**src/rtl/cpu_types_pkg.sv**
```systemverilog
// rtl/cpu_types_pkg.sv - shared word type, defaults and memory-stage state encoding
package cpu_types_pkg;

    localparam int WORD_W_DEF    = 32;
    localparam int ALIGN_LSB_DEF = 2;

    typedef logic [WORD_W_DEF-1:0] word_t;

    typedef enum logic [1:0] {
        MEM_IDLE,
        MEM_ACCESS,
        MEM_DONE
    } memstate_t;

endpackage

```
**src/rtl/link_reg.sv**
```systemverilog
// rtl/link_reg.sv - LL/SC link register with snoop invalidation and combinational hit
//
// Ports:
//   clk, rst      clock, synchronous active-high reset
//   access_addr   address of the access in flight (LL set / SW clear)
//   set_en        LL completed this cycle
//   store_en      local store completed this cycle (clears on address match)
//   sc_clear      SC captured this cycle (unconditional clear)
//   snoop_inval   remote write/invalidate observed
//   snoop_addr    address of the snoop
//   probe_addr    address checked by hit
//   hit           link valid, probe matches, and no same-cycle snoop on it
//   link_valid    link register state
module link_reg
    import cpu_types_pkg::*;
#(
    parameter int WORD_W    = WORD_W_DEF,
    parameter int ALIGN_LSB = ALIGN_LSB_DEF
) (
    input  logic              clk,
    input  logic              rst,
    input  logic [WORD_W-1:0] access_addr,
    input  logic              set_en,
    input  logic              store_en,
    input  logic              sc_clear,
    input  logic              snoop_inval,
    input  logic [WORD_W-1:0] snoop_addr,
    input  logic [WORD_W-1:0] probe_addr,
    output logic              hit,
    output logic              link_valid
);

    localparam int TAG_W = WORD_W - ALIGN_LSB;

    logic [TAG_W-1:0] link_addr;
    logic [TAG_W-1:0] access_tag;
    logic [TAG_W-1:0] snoop_tag;
    logic [TAG_W-1:0] probe_tag;
    logic             snoop_cur;
    logic             snoop_set;
    logic             store_hit;

    // Byte-offset bits play no part in link matching.
    logic unused_offsets;
    assign unused_offsets = ^{access_addr[ALIGN_LSB-1:0],
                              snoop_addr[ALIGN_LSB-1:0],
                              probe_addr[ALIGN_LSB-1:0]};

    assign access_tag = access_addr[WORD_W-1:ALIGN_LSB];
    assign snoop_tag  = snoop_addr[WORD_W-1:ALIGN_LSB];
    assign probe_tag  = probe_addr[WORD_W-1:ALIGN_LSB];

    assign snoop_cur = snoop_inval && (snoop_tag == link_addr);
    // A snoop hitting the address being linked this very cycle must win.
    assign snoop_set = snoop_inval && (snoop_tag == access_tag);
    assign store_hit = store_en && (access_tag == link_addr);

    // Hit already reflects a snoop arriving in the same cycle.
    assign hit = link_valid && (probe_tag == link_addr) && !snoop_cur;

    always_ff @(posedge clk) begin
        if (rst) begin
            link_valid <= 1'b0;
            link_addr  <= '0;
        end else if (set_en) begin
            link_addr  <= access_tag;
            link_valid <= !snoop_set;
        end else if (sc_clear || store_hit || snoop_cur) begin
            link_valid <= 1'b0;
        end
    end

endmodule

```
**src/rtl/mem_stage.sv**
```systemverilog
// rtl/mem_stage.sv - MEM stage controller: dcache request sequencing, stall, LL/SC
//
// Ports:
//   CLK, RST                    clock, synchronous active-high reset
//   op_valid, MemRead, MemWrite EX/MEM instruction and access type
//   LL, SC                      load-linked / store-conditional qualifiers
//   aluOutport, store_data      effective address and store value
//   dhit, dload                 cache completion and read data
//   snoop_inval, snoop_addr     remote invalidation
//   dmemREN, dmemWEN            cache read/write requests
//   dmemaddr, dmemstore         cache address and write data
//   dmemload_out                load data or SC result to MEM/WB
//   mem_stall                   freezes upstream pipeline
//   memwb_wen                   MEM/WB latch write enable
//   link_valid                  link register state
module mem_stage
    import cpu_types_pkg::*;
#(
    parameter int WORD_W    = WORD_W_DEF,
    parameter int ALIGN_LSB = ALIGN_LSB_DEF
) (
    input  logic              CLK,
    input  logic              RST,
    input  logic              op_valid,
    input  logic              MemRead,
    input  logic              MemWrite,
    input  logic              LL,
    input  logic              SC,
    input  logic [WORD_W-1:0] aluOutport,
    input  logic [WORD_W-1:0] store_data,
    input  logic              dhit,
    input  logic [WORD_W-1:0] dload,
    input  logic              snoop_inval,
    input  logic [WORD_W-1:0] snoop_addr,
    output logic              dmemREN,
    output logic              dmemWEN,
    output logic [WORD_W-1:0] dmemaddr,
    output logic [WORD_W-1:0] dmemstore,
    output logic [WORD_W-1:0] dmemload_out,
    output logic              mem_stall,
    output logic              memwb_wen,
    output logic              link_valid
);

    memstate_t         state;
    logic [WORD_W-1:0] op_addr;
    logic [WORD_W-1:0] op_data;
    logic              op_rd;
    logic              op_wr;
    logic              op_ll;
    logic              op_sc;
    logic [WORD_W-1:0] load_q;
    logic              ren_q;
    logic              wen_q;

    logic mem_op;
    logic link_hit;
    logic link_set;
    logic store_done;
    logic sc_capture;

    assign mem_op     = op_valid && (MemRead || MemWrite);
    assign sc_capture = (state == MEM_IDLE) && mem_op && SC;
    assign link_set   = (state == MEM_ACCESS) && dhit && op_rd && op_ll;
    assign store_done = (state == MEM_ACCESS) && dhit && op_wr;

    link_reg #(
        .WORD_W    (WORD_W),
        .ALIGN_LSB (ALIGN_LSB)
    ) u_link_reg (
        .clk         (CLK),
        .rst         (RST),
        .access_addr (op_addr),
        .set_en      (link_set),
        .store_en    (store_done),
        .sc_clear    (sc_capture),
        .snoop_inval (snoop_inval),
        .snoop_addr  (snoop_addr),
        .probe_addr  (aluOutport),
        .hit         (link_hit),
        .link_valid  (link_valid)
    );

    always_ff @(posedge CLK) begin
        if (RST) begin
            state   <= MEM_IDLE;
            op_addr <= '0;
            op_data <= '0;
            op_rd   <= 1'b0;
            op_wr   <= 1'b0;
            op_ll   <= 1'b0;
            op_sc   <= 1'b0;
            load_q  <= '0;
            ren_q   <= 1'b0;
            wen_q   <= 1'b0;
        end else begin
            case (state)
                MEM_IDLE: begin
                    if (mem_op) begin
                        op_addr <= aluOutport;
                        op_data <= store_data;
                        op_rd   <= MemRead;
                        op_wr   <= MemWrite;
                        op_ll   <= LL;
                        op_sc   <= SC;
                        if (SC && !link_hit) begin
                            // Failed SC never touches the cache.
                            load_q <= '0;
                            state  <= MEM_DONE;
                        end else begin
                            ren_q <= MemRead;
                            wen_q <= MemWrite;
                            state <= MEM_ACCESS;
                        end
                    end
                end
                MEM_ACCESS: begin
                    if (dhit) begin
                        ren_q <= 1'b0;
                        wen_q <= 1'b0;
                        if (op_sc) begin
                            load_q <= {{(WORD_W-1){1'b0}}, 1'b1};
                        end else if (op_rd) begin
                            load_q <= dload;
                        end
                        state <= MEM_DONE;
                    end
                end
                MEM_DONE: begin
                    state <= MEM_IDLE;
                end
                default: begin
                    state <= MEM_IDLE;
                    ren_q <= 1'b0;
                    wen_q <= 1'b0;
                end
            endcase
        end
    end

    assign dmemREN      = ren_q;
    assign dmemWEN      = wen_q;
    assign dmemaddr     = op_addr;
    assign dmemstore    = op_data;
    assign dmemload_out = load_q;

    // Capture cycle must stall combinationally so EX/MEM holds the op.
    assign mem_stall = !RST && (((state == MEM_IDLE) && mem_op) || (state == MEM_ACCESS));
    assign memwb_wen = RST || (state == MEM_DONE) || ((state == MEM_IDLE) && !mem_op);

endmodule

```
**config.mk**
```make
export PLATFORM = sky130hd
export DESIGN_NAME = mem_stage
export DESIGN_NICKNAME = d
export VERILOG_FILES = /design/src/rtl/cpu_types_pkg.sv /design/src/rtl/link_reg.sv /design/src/rtl/mem_stage.sv
export SDC_FILE = /design/constraint.sdc
export NUM_CORES = 1
export LEC_CHECK = 0
export BUFFER_PORTS_ARGS = -buffer_cell sky130_fd_sc_hd__buf_4
export CAP_MARGIN = 10
export CORE_ASPECT_RATIO = 1.1
export CORE_MARGIN = 3
export CORE_UTILIZATION = 50
export DETAILED_ROUTE_END_ITERATION = 7
export GPL_TIMING_DRIVEN = 0
export PLACE_DENSITY = 0.81
export SYNTH_ARGS = -nofsm -noshare
export SYNTH_HDL_FRONTEND = slang
export SYNTH_HIERARCHICAL = 1
export SYNTH_SLANG_ARGS = --single-unit
```
**constraint.sdc**
```tcl
create_clock -name CLK -period 3.2 [get_ports CLK]
set_input_delay 0.16 -clock CLK [delete_from_list [all_inputs] [get_ports CLK]]
set_output_delay 0.16 -clock CLK [all_outputs]
set_load 0.05 [all_outputs]
```
* After elaboration in Yosys (flattened, before gate mapping)
Cells that the tools add are included.
Cells by class: add/subtract/negate cells 0, multipliers 0, div/mod/pow operators 0, $lt $le $gt $ge 0, equal/unequal tests 11, shift-type cells 0, muxes and demuxes 19, bitwise gates (word level) 1, reductions and logical operators 33
Operators by type and width (number):
- 32-bit 2-to-1 mux | 5
- 30-bit == test | 4
- 32-bit case mux with 2 select lines | 1
- 1-bit logical AND | 15
- 1-bit 2-to-1 mux | 7
- 1-bit logical OR | 6
- 2-bit 2-to-1 mux | 3
- 2-bit inequality test, second input constant | 3
- 1-bit case mux with 3 select lines | 2
- 1-bit zero test | 5
- 5-bit AND reduction | 1
- 2-bit case mux with 2 select lines | 1
- 2-bit AND reduction | 2
- 4-bit AND reduction | 1
- 2-bit nonzero test | 2
- 3-bit inequality test, second input constant | 1
- 2-bit by 1-bit == test with 1-bit output, second input constant | 1
- 2-bit == test, second input constant | 1
- 2-bit zero test | 1
- 2-bit by 1-bit inequality test with 1-bit output, second input constant | 1
- 1-bit NOT | 1
Storage, ports and cells: flip-flop bits (word level) 135, bits in latches 0, memory bits (writable) 0, memory bits (read-only) 0, bits of input ports 137, output and inout port bits 101, memories 0

* Logic depth before layout (Yosys ltp)
Gate-level depths: netlist (run 1).
word-level depth 9, depth in mapped cells 9, depth with buffers taken out 9

* Hierarchy
Netlist (run 1), hierarchy kept.
By module, submodules not included:
- mem_stage | instances 1, cells an instance 472, area each 4026.4 um^2, seq. area each 2082.0 um^2
- link_reg | instances 1, cells an instance 262, area each 2412.3 um^2, seq. area each 620.6 um^2

* Worst setup path before layout (run 1)
Ideal clock, no wire load.
path kind reg-to-reg, start reg u_link_reg.link_addr[2], end reg load_q[10] (netlist: dmemload_out[10]), arrival time 2.306 ns, required time 3.080 ns, setup slack 0.774 ns, cell stages (with the launch flop) 10, period minus slack after synthesis 2.426 ns, cells stage by stage dfxtp_1 xnor2_1 nand4_1 or4_1 o41ai_2 nor2_1 nor2b_1 o211ai_4 buf_6 mux2i_1
Between the ends: word-level cells in the longest chain between the ends 8
RTL lines:
- from (decl) | line link_reg.sv:35 | logic [TAG_W-1:0] link_addr;
- from (signal assigned) | line link_reg.sv:66 | link_addr <= access_tag;
- 30-bit == test | line link_reg.sv:53 | assign snoop_cur = snoop_inval && (snoop_tag == link_addr);
- 1-bit logical AND | line link_reg.sv:53
- 1-bit zero test | line link_reg.sv:59 | assign hit = link_valid && (probe_tag == link_addr) && !snoop_cur;
- 1-bit logical AND * | line link_reg.sv:59
- via link_hit | line mem_stage.sv:57 | logic link_hit;
- 1-bit zero test * | line mem_stage.sv:106 | if (SC && !link_hit) begin
- 1-bit logical AND * | line mem_stage.sv:106
- 2-bit by 1-bit inequality test with 1-bit output (no source line) *
- 5-bit AND reduction (no source line) *
- to (signal assigned) | line mem_stage.sv:122 | load_q <= {{(WORD_W-1){1'b0}}, 1'b1};
- to (signal assigned) | line mem_stage.sv:124 | load_q <= dload;
- to (decl) | line mem_stage.sv:52 | logic [WORD_W-1:0] load_q;
Mark *: on every way through the listed nets, which the timed path passes. The rest lies on a longest branch. A chain may end at the register's enable or synchronous reset.

* Worst setup path after layout (run 1)
start reg u_link_reg.link_addr[6], end reg load_q[28] (netlist: dmemload_out[28])
The elaborated chain is that of the path after synthesis.

==> results list, run 1 <==
* Outcome: finished clean
- Number of setup violations in the final report: 0
- Worst setup SP type: flop
- Before antenna repair, the detailed router went through 5 iterations.
- Crit share post-route: 92.44%
- Along the worst path, the maximum fanout reaches 10.
- Pre-CTS setup slack: approximately 0.34 ns
- Longest Clk Path Bufs: 2
* Share of the yosys chip area belonging to registers: a little over two fifths
- Final standard cell area without fillers: between 9000 and 10000 µm²
- Summing all placed instances gives a cell area of around 8400 µm².
* Clock network latency to the later pin of the worst-skew pair: roughly 0.42 ns
* Count of inserted antenna diode cells: 0
- Final Net Count: between 1k and 1.5k
* Largest cells by area after synthesis: dfxtp_1 (42%), xnor2_1 (13%), mux2i_1 (9.6%)
- Top routing layer in use: met4
- CTS Root Buffer Type: clkbuf_16
* Wire length of the first global-routing pass: about 35 mm
* Worst Hold Slack: around 0.0044 ns
- Wire segments on met3 add up to 1.863 mm in the final route.
* Final routed DRC violation total: 0
* CTS sink cnt: between 100 and 150
- The number of pins exceeding their max-slew limit in the final report was 0.
- STA classifies the critical path endpoint as a flop.
- The detailed router finished its first iteration with approximately 530 violations.
- Leakage power of the design: around 4 nW
* Clock buffer count from CTS: 17
- The via count of the first global-routing pass came to approximately 6.5k.
- Library cell contributing the largest single delay on the critical path: or4_1
- Max_slew headroom: between 40% and 50%
* Boundary pin count: about 240
- Setup ws final: approximately 0.24 ns
- Worst vdd ir: between 0.2 and 0.3 mV
* Crit path buf inv count: 1
- Weighted congestion at the end of routability-driven global placement: around 0.93
- The worst setup path is of the reg2reg kind.
- Pwr Density: 498.3 nW/µm²
* Number of cells in the finished layout apart from fillers: 1211
- STA puts the critical path data required time at ~3.5 ns.
* Area of the placeable core: about 12000 µm²
- Gate count after technology mapping: between 700 and 800
* Post-route setup TNS: 0 ns
* Classification of the worst-slack hold path: in2reg
- Routed length on met1: about 9 mm
* Largest clock skew in the final design: between 0.01 and 0.015 ns
- The die is 125.0 µm tall.
- Timing would allow up to around 0.34 GHz.
- Routed len/inst: ~19 µm
* Number of logic stages on the critical path including buffering: 9
- After global routing the overflow that remains totals 0.
* Worst reg-to-reg path cell count: 9
- Of the cells placed in the final design, the portion with a size suffix greater than 1 is between 20% and 30%.
- Synthesis inferred roughly 140 register bits.
* Clock slew seen by the registers of the worst setup and hold paths: ~0.060 ns
- In the global route stage, overall resource usage came out at a little under a third.
* Deepest level of the CTS H-tree: 4
- The final route contains 6462 vias.
- Worst-margin pin slew: between 0.8 and 0.9 ns
- Clock period minus final worst setup slack: 2.958 ns
* Worst hold path depth: 3
* Synthesized cell area: ~6400 µm²
* Setup repair after global routing missed its margin: no
- Max_cap viols: 0
- Broken down by cell family, the worst path's largest delay share belongs to simple AND/OR/NAND/NOR gates.
- Met2 wire length: 11.03 mm
* Cells traversed along the worst timing path: xnor2_1 -> nand4_1 -> or4_1 -> o41ai_2 -> nor2_1 -> nor2b_1 -> o211ai_4 -> buf_6 -> mux2i_1
- Maximum number of pins on one net before global-route repair: 17
- Max incr delay on CP: between 0.5 and 0.6 ns
* Die area: 14280 µm²
- Hold violation count in the final report: 0
- The top cell type by area accounts for a little over two fifths of the synthesized area.
- Synth Warn #: 6
- The floorplan has 42 rows.
* Antenna violations before repair: 0
* Total routed wirelength: roughly 23 mm
- Final antenna-violating net count: 0
- TritonCTS built the clock tree.
- Average footprint of a synthesized cell: between 8 and 9 µm²
- Yosys mapped the design onto 36 distinct sky130hd cell types.
- The initial utilization of the core area, before any placement, comes to 52.36%.
- Measured along the x axis, the die boundary spans around 110 µm.
- Number of vias per cell: 5.336
- For the worst setup path, the data arrival time is 3.29 ns.
- During placement, the flow inserted port buffers numbering around 240.
- Area grow syn2layout: 48.46%
- Half-perimeter wire length after placement: 15.51 mm
* Syn nets: between 800 and 900
* # placed instances: approximately 1.1k
- Biggest area consumer among synthesized cells: dfxtp_1
==> cell usage after synthesis (all sizes together) <==
master    n
nor4      7
nand4    29
nor2b     1
xnor2    98
or4       3
o211ai    1
nand2   164
o21ai     8
mux2i    62
nand3     1
xor2     22
and3      1
o41ai     2
o32ai     1
clkbuf   14
and2b     1
nor3      7
inv       4
nor2     34
o21a      2
a211oi    1
nand2b   34
and2      1
dfxtp   135
nor3b     1
buf      27
a21oi    72
a32oi     1
==> power by group <==
part | switching (W) | internal [W]
clock | 0.000781 | 0.00124
sequential | 0.0000660 | 0.00174
combinational | 0.000537 | 0.000395
total | 0.00138 | 0.00338
==> worst register-to-register path, cell delays in order, from the launching register on <==
cell and delay, ns:
dfxtp_1 0.45, xnor2_1 0.16, nand4_1 0.18, or4_1 0.57, o41ai_2 0.43, nor2_1 0.09, nor2b_1 0.40, o211ai_4 0.19
buf_6 0.20, mux2i_1 0.21
==> metal layers <==
metal	up-vias	GRT usage [%]
li1	3063	-
met3	61	6.960
met2	319	52.10
met4	0	14.12
met1	3019	37.36
met5	-	0
==> cells in the final DEF (no fill, tap or decap), types with 5 or more instances in the layout <==
master,count
a21oi_1,72
buf_2,10
buf_4,242
buf_6,7
clkbuf_1,17
clkbuf_16,17
dfxtp_1,135
dlygate4sd3_1,56
inv_6,5
mux2i_1,62
nand2_1,164
nand2b_1,34
nand4_1,28
nor2_1,34
nor3_1,6
nor4_1,7
o21ai_0,6
xnor2_1,98
xor2_1,22
==> metrics by stage <==
stage	total power, W	utilization (%)
2_1_floorplan	0.002347	-
3_3_place_gp	0.002692	68.27
3_5_place_dp	0.002700	68.27
4_1_cts	0.004762	77.74
5_1_grt	0.004915	77.74
6_report	0.004763	77.74
==> sequential cells by signal, indices dropped and copies added (netlist names) <==
signal	cells
dmemWEN	1
op_sc	1
op_rd	1
op_wr	1
u_link_reg/link_addr	30
u_link_reg/link_valid	1
dmemstore	32
dmemREN	1
state	2
dmemload_out	32
dmemaddr	32
op_ll	1
==> cell families after synthesis <==
group           share of synthesized area, %
flops                                  41.97
simple gates                           20.23
compound gates                         7.793
xor+xnor                               16.32
mux                                    9.639
buf+inv                                4.042
==> area by class of cell <==
type	count	area, µm²
well taps	154	192.7
multi-input cells	554	3476
clock inverters	12	166.4
plain buffers	41	245.2
repair buffers	291	2325
flip-flops and latches	135	2703
clock buffers	20	436.7
inverters	4	15.01
fillers	849	2738
==> worst paths after layout <==
path	from	to	slack, ns
min	dload[27]	dmemload_out[27]$_SDFFE_PP0P_	0.004
max	u_link_reg/link_addr[6]$_SDFFE_PP0P_	dmemload_out[28]$_SDFFE_PP0P_	0.24
max reg2reg	u_link_reg/link_addr[6]$_SDFFE_PP0P_	dmemload_out[28]$_SDFFE_PP0P_	0.24
min reg2reg	dmemstore[19]$_SDFFE_PP0P_	dmemstore[19]$_SDFFE_PP0P_	0.45
==> repair_timing <==
action                     4_1_cts  5_1_grt
setup endpoints to repair        0        0
hold buffers                    56        0
setup buffers                    0        0
hold endpoints to repair        56        0
gates resized for setup          0        0
(Power assumes the default switching activity.)
==> inputs of run 2 (changes only) <==
CORE_ASPECT_RATIO = not set   (was 1.1)
==> run 2 against run 1 <==
Against the previous run:
- register-to-register slack improved by 0.06 ns
- die area barely moved
- final cell count rose by 3.1%
==> results list, run 2 (synthesis gave the netlist of run 1 again) <==
- The flow ran to the end, and the final reports show no timing, DRC or antenna violations.
- Met3 track utilization from global routing: 6.933% (-0.027 points)
* # placed instances: 1137 (+1.2%)
* Total Power Consumption: 0.004724 W (-0.81%)
* Height of the die: 119.5 µm (-4.4%)
* Setup slack on the worst flop-to-flop path: 0.30 ns (+0.06 ns)
- The overall global routing resource usage is 31.61% (+0.66 points).
- The final wirelength is 23.37 mm (+3.2%).
- Worst setup SP type: flop
- The number of pins exceeding their max-slew limit in the final report is 0 (unchanged).
- Wire length of the first global-routing pass: 35.31 mm (+1.7%)
- Crit share post-route: 90.58% (-1.9 points)
- The accumulated negative setup slack was 0 ns (unchanged).
- Leakage power of the design: 4.083 nW (+2.3%)
- The number of sinks on the clock net is 135 (unchanged).
* Setup repair after global routing missed its margin: no
* Critical path fanouts, max: 10 (unchanged)
- Boundary pin count: 238 (unchanged)
* Global route total overflow: 0 (unchanged)
- Half-perimeter wire length after placement: 15.53 mm (+0.12%)
- Global-route track usage on met1: 38.46% (+1.1 points)
* Vias in the first global route: 6703 (+2.6%)
- Combinational Power Share: 20.3% (+0.8 points)
* Met2 Track Usage GR: 53.46% (+1.4 points)
- Die area: 14280 µm² (about the same)
* Clock tree from TritonCTS: yes
- Arrival @ worst endpoint: 3.24 ns (-0.05 ns)
- Number of cells in the finished layout apart from fillers: 1249 (+3.1%)
* Switching Power: 0.001359 W (-1.8%)
* Maximum number of pins on one net before global-route repair: 17 (unchanged)
- The worst setup skew after layout was 0.01445 ns (+0.00003320 ns).
- Detailed-router iteration count before antenna repair: 5 (unchanged)
- Routed len/inst: 18.71 µm (about the same)
- The share of final-layout standard cells stronger than drive strength 1 was 27.10% (-0.80 points).
- The net count of the finished layout is 1205 (+2.0%).
* Number of setup violations in the final report: 0 (unchanged)
* Count of inserted antenna diode cells: 0 (unchanged)
- The required arrival time at the worst endpoint is 3.54 ns (about the same).
- The worst setup path is captured at a flop.
- The power per cell area came to 482.4 nW/µm² (-3.2%).
- Internal portion of total power: 0.003366 W (-0.41%)
- Longest Clk Path Bufs: 2 (unchanged)
- Classification of the worst-slack hold path: in2reg
* Site row count: 40 (-4.8%)
- Weighted congestion at the end of routability-driven global placement: 0.9716 (+4.8%)
* Clock buffer count from CTS: 17 (unchanged)
- Starting density of the core: 52.30% (-0.064 points)
- The minimum clock period after layout was 2.898 ns (-0.05965 ns).
* Number of post-CTS setup repair buffers: 0 (unchanged)
* Die Width: 119.5 µm (+4.6%)
* Clock network latency to the later pin of the worst-skew pair: 0.43 ns (about the same)
* Most common library cell in the layout ignoring fill and taps: buf_4
- The critical path in this run is classified as reg2reg.
* Iter 0 DRT Violations: 729 (+37%)
- The relative contribution of sequential cells to total power came to 38.3% (+0.3 points).
* Antenna violations before repair: 0 (unchanged)
* Hold violation count in the final report: 0 (unchanged)
* Deepest level of the CTS H-tree: 4 (unchanged)
- Clock slew seen by the registers of the worst setup and hold paths: 0.06 ns (about the same)
- The routed via count came to 6671 (+3.2%).
- met2 is the most crowded layer.
- The number of input and output port buffers inserted came to 235 (unchanged).
* Max_cap viols: 0 (unchanged)
* Number of vias per cell: 5.341 (about the same)
- Area of the placeable core: 12310 µm² (+0.12%)
- Clock power share: 41.4% (-1.1 points)
* Final routed DRC violation total: 0 (unchanged)
- Filler Cells Inserted: 822 (-3.2%)
* Top library cells by usage in the layout, fill and taps aside: buf_4 (242), nand2_1 (164), dfxtp_1 (135)
- The switching share of total power came to 28.76% (-0.29 points).
* Max_slew headroom: 42.54% (-0.93 points)
- Final antenna-violating net count: 0 (unchanged)
- Worst vdd ir: 0.3978 mV (+38%)
- Highest attainable clock frequency: 0.3450 GHz (+2.1%)
- CTS Root Buffer Type: clkbuf_16
- Compared with the post-synthesis result, the final layout area differs by 52.10%.
- The actual transition at the worst max-transition pin came to 0.8619 ns (+0.01396 ns).
==> run 2: metal layers <==
layer  wire (µm)  vias up
li1            -     3126
met1        9239     3164
met2       11570      320
met3        1800       61
met4         766        0
met5           0        -
==> run 2: worst paths after layout <==
kind              depth (start not counted)                            end                            startpoint
hold / removal                            3      dmemaddr[10]$_SDFFE_PP0P_                        aluOutport[10]
hold reg to reg                           2       dmemaddr[1]$_SDFFE_PP0P_              dmemaddr[1]$_SDFFE_PP0P_
setup / recovery                          9  dmemload_out[29]$_SDFFE_PP0P_  u_link_reg/link_addr[2]$_SDFFE_PP0P_
setup reg to reg                          9  dmemload_out[29]$_SDFFE_PP0P_  u_link_reg/link_addr[2]$_SDFFE_PP0P_
==> run 2: worst max-delay path, cell delays in order (launching register included) <==
cell	delay (ns)
dfxtp_1	0.42
xnor2_1	0.16
nand4_1	0.17
or4_1	0.57
o41ai_2	0.40
nor2_1	0.11
nor2b_1	0.40
o211ai_4	0.18
buf_6	0.20
mux2i_1	0.19
==> run 2: cell type report <==
type	count	area, µm²	share of cell area, %
Multi-Input combinational cell	554	3476	35.49
Sequential cell	135	2703	27.60
Timing Repair Buffer	315	2565	26.19
Clock buffer	25	485.5	4.957
Buffer	41	245.2	2.504
Tap cell	168	210.2	2.146
Clock inverter	7	93.84	0.9582
Inverter	4	15.01	0.1533
==> run 2: power groups by stage <==
stage          Combinational [W]  Sequential [W]  Clock (W)
2_1_floorplan           0.000321         0.00203          0
3_3_place_gp            0.000851         0.00184          0
3_5_place_dp            0.000858         0.00184          0
4_1_cts                 0.000942         0.00181    0.00195
5_1_grt                  0.00101         0.00182    0.00203
6_report                0.000961         0.00181    0.00195
==> run 2: repair_timing <==
item                                   4_1_cts  5_1_grt
hold buffers                                79        1
resized for setup                            0        0
endpoints found under the hold margin       79        1
==> run 2: through the flow <==
stage / util [%] / area [µm²] / hold WS, ns / setup WS [ns]
finish: 79.54 / 9793 / 0.009718 / 0.3016
global route: 79.54 / 9793 / 0.008350 / 0.1868
CTS: 79.46 / 9783 / 0.0007991 / 0.3661
detailed placement: 68.33 / 8413 / 0.4167 / 0.3980
global placement: 68.33 / 8413 / 0.4069 / 0.4194
floorplan: - / 6439 / 0.2779 / 0.7743
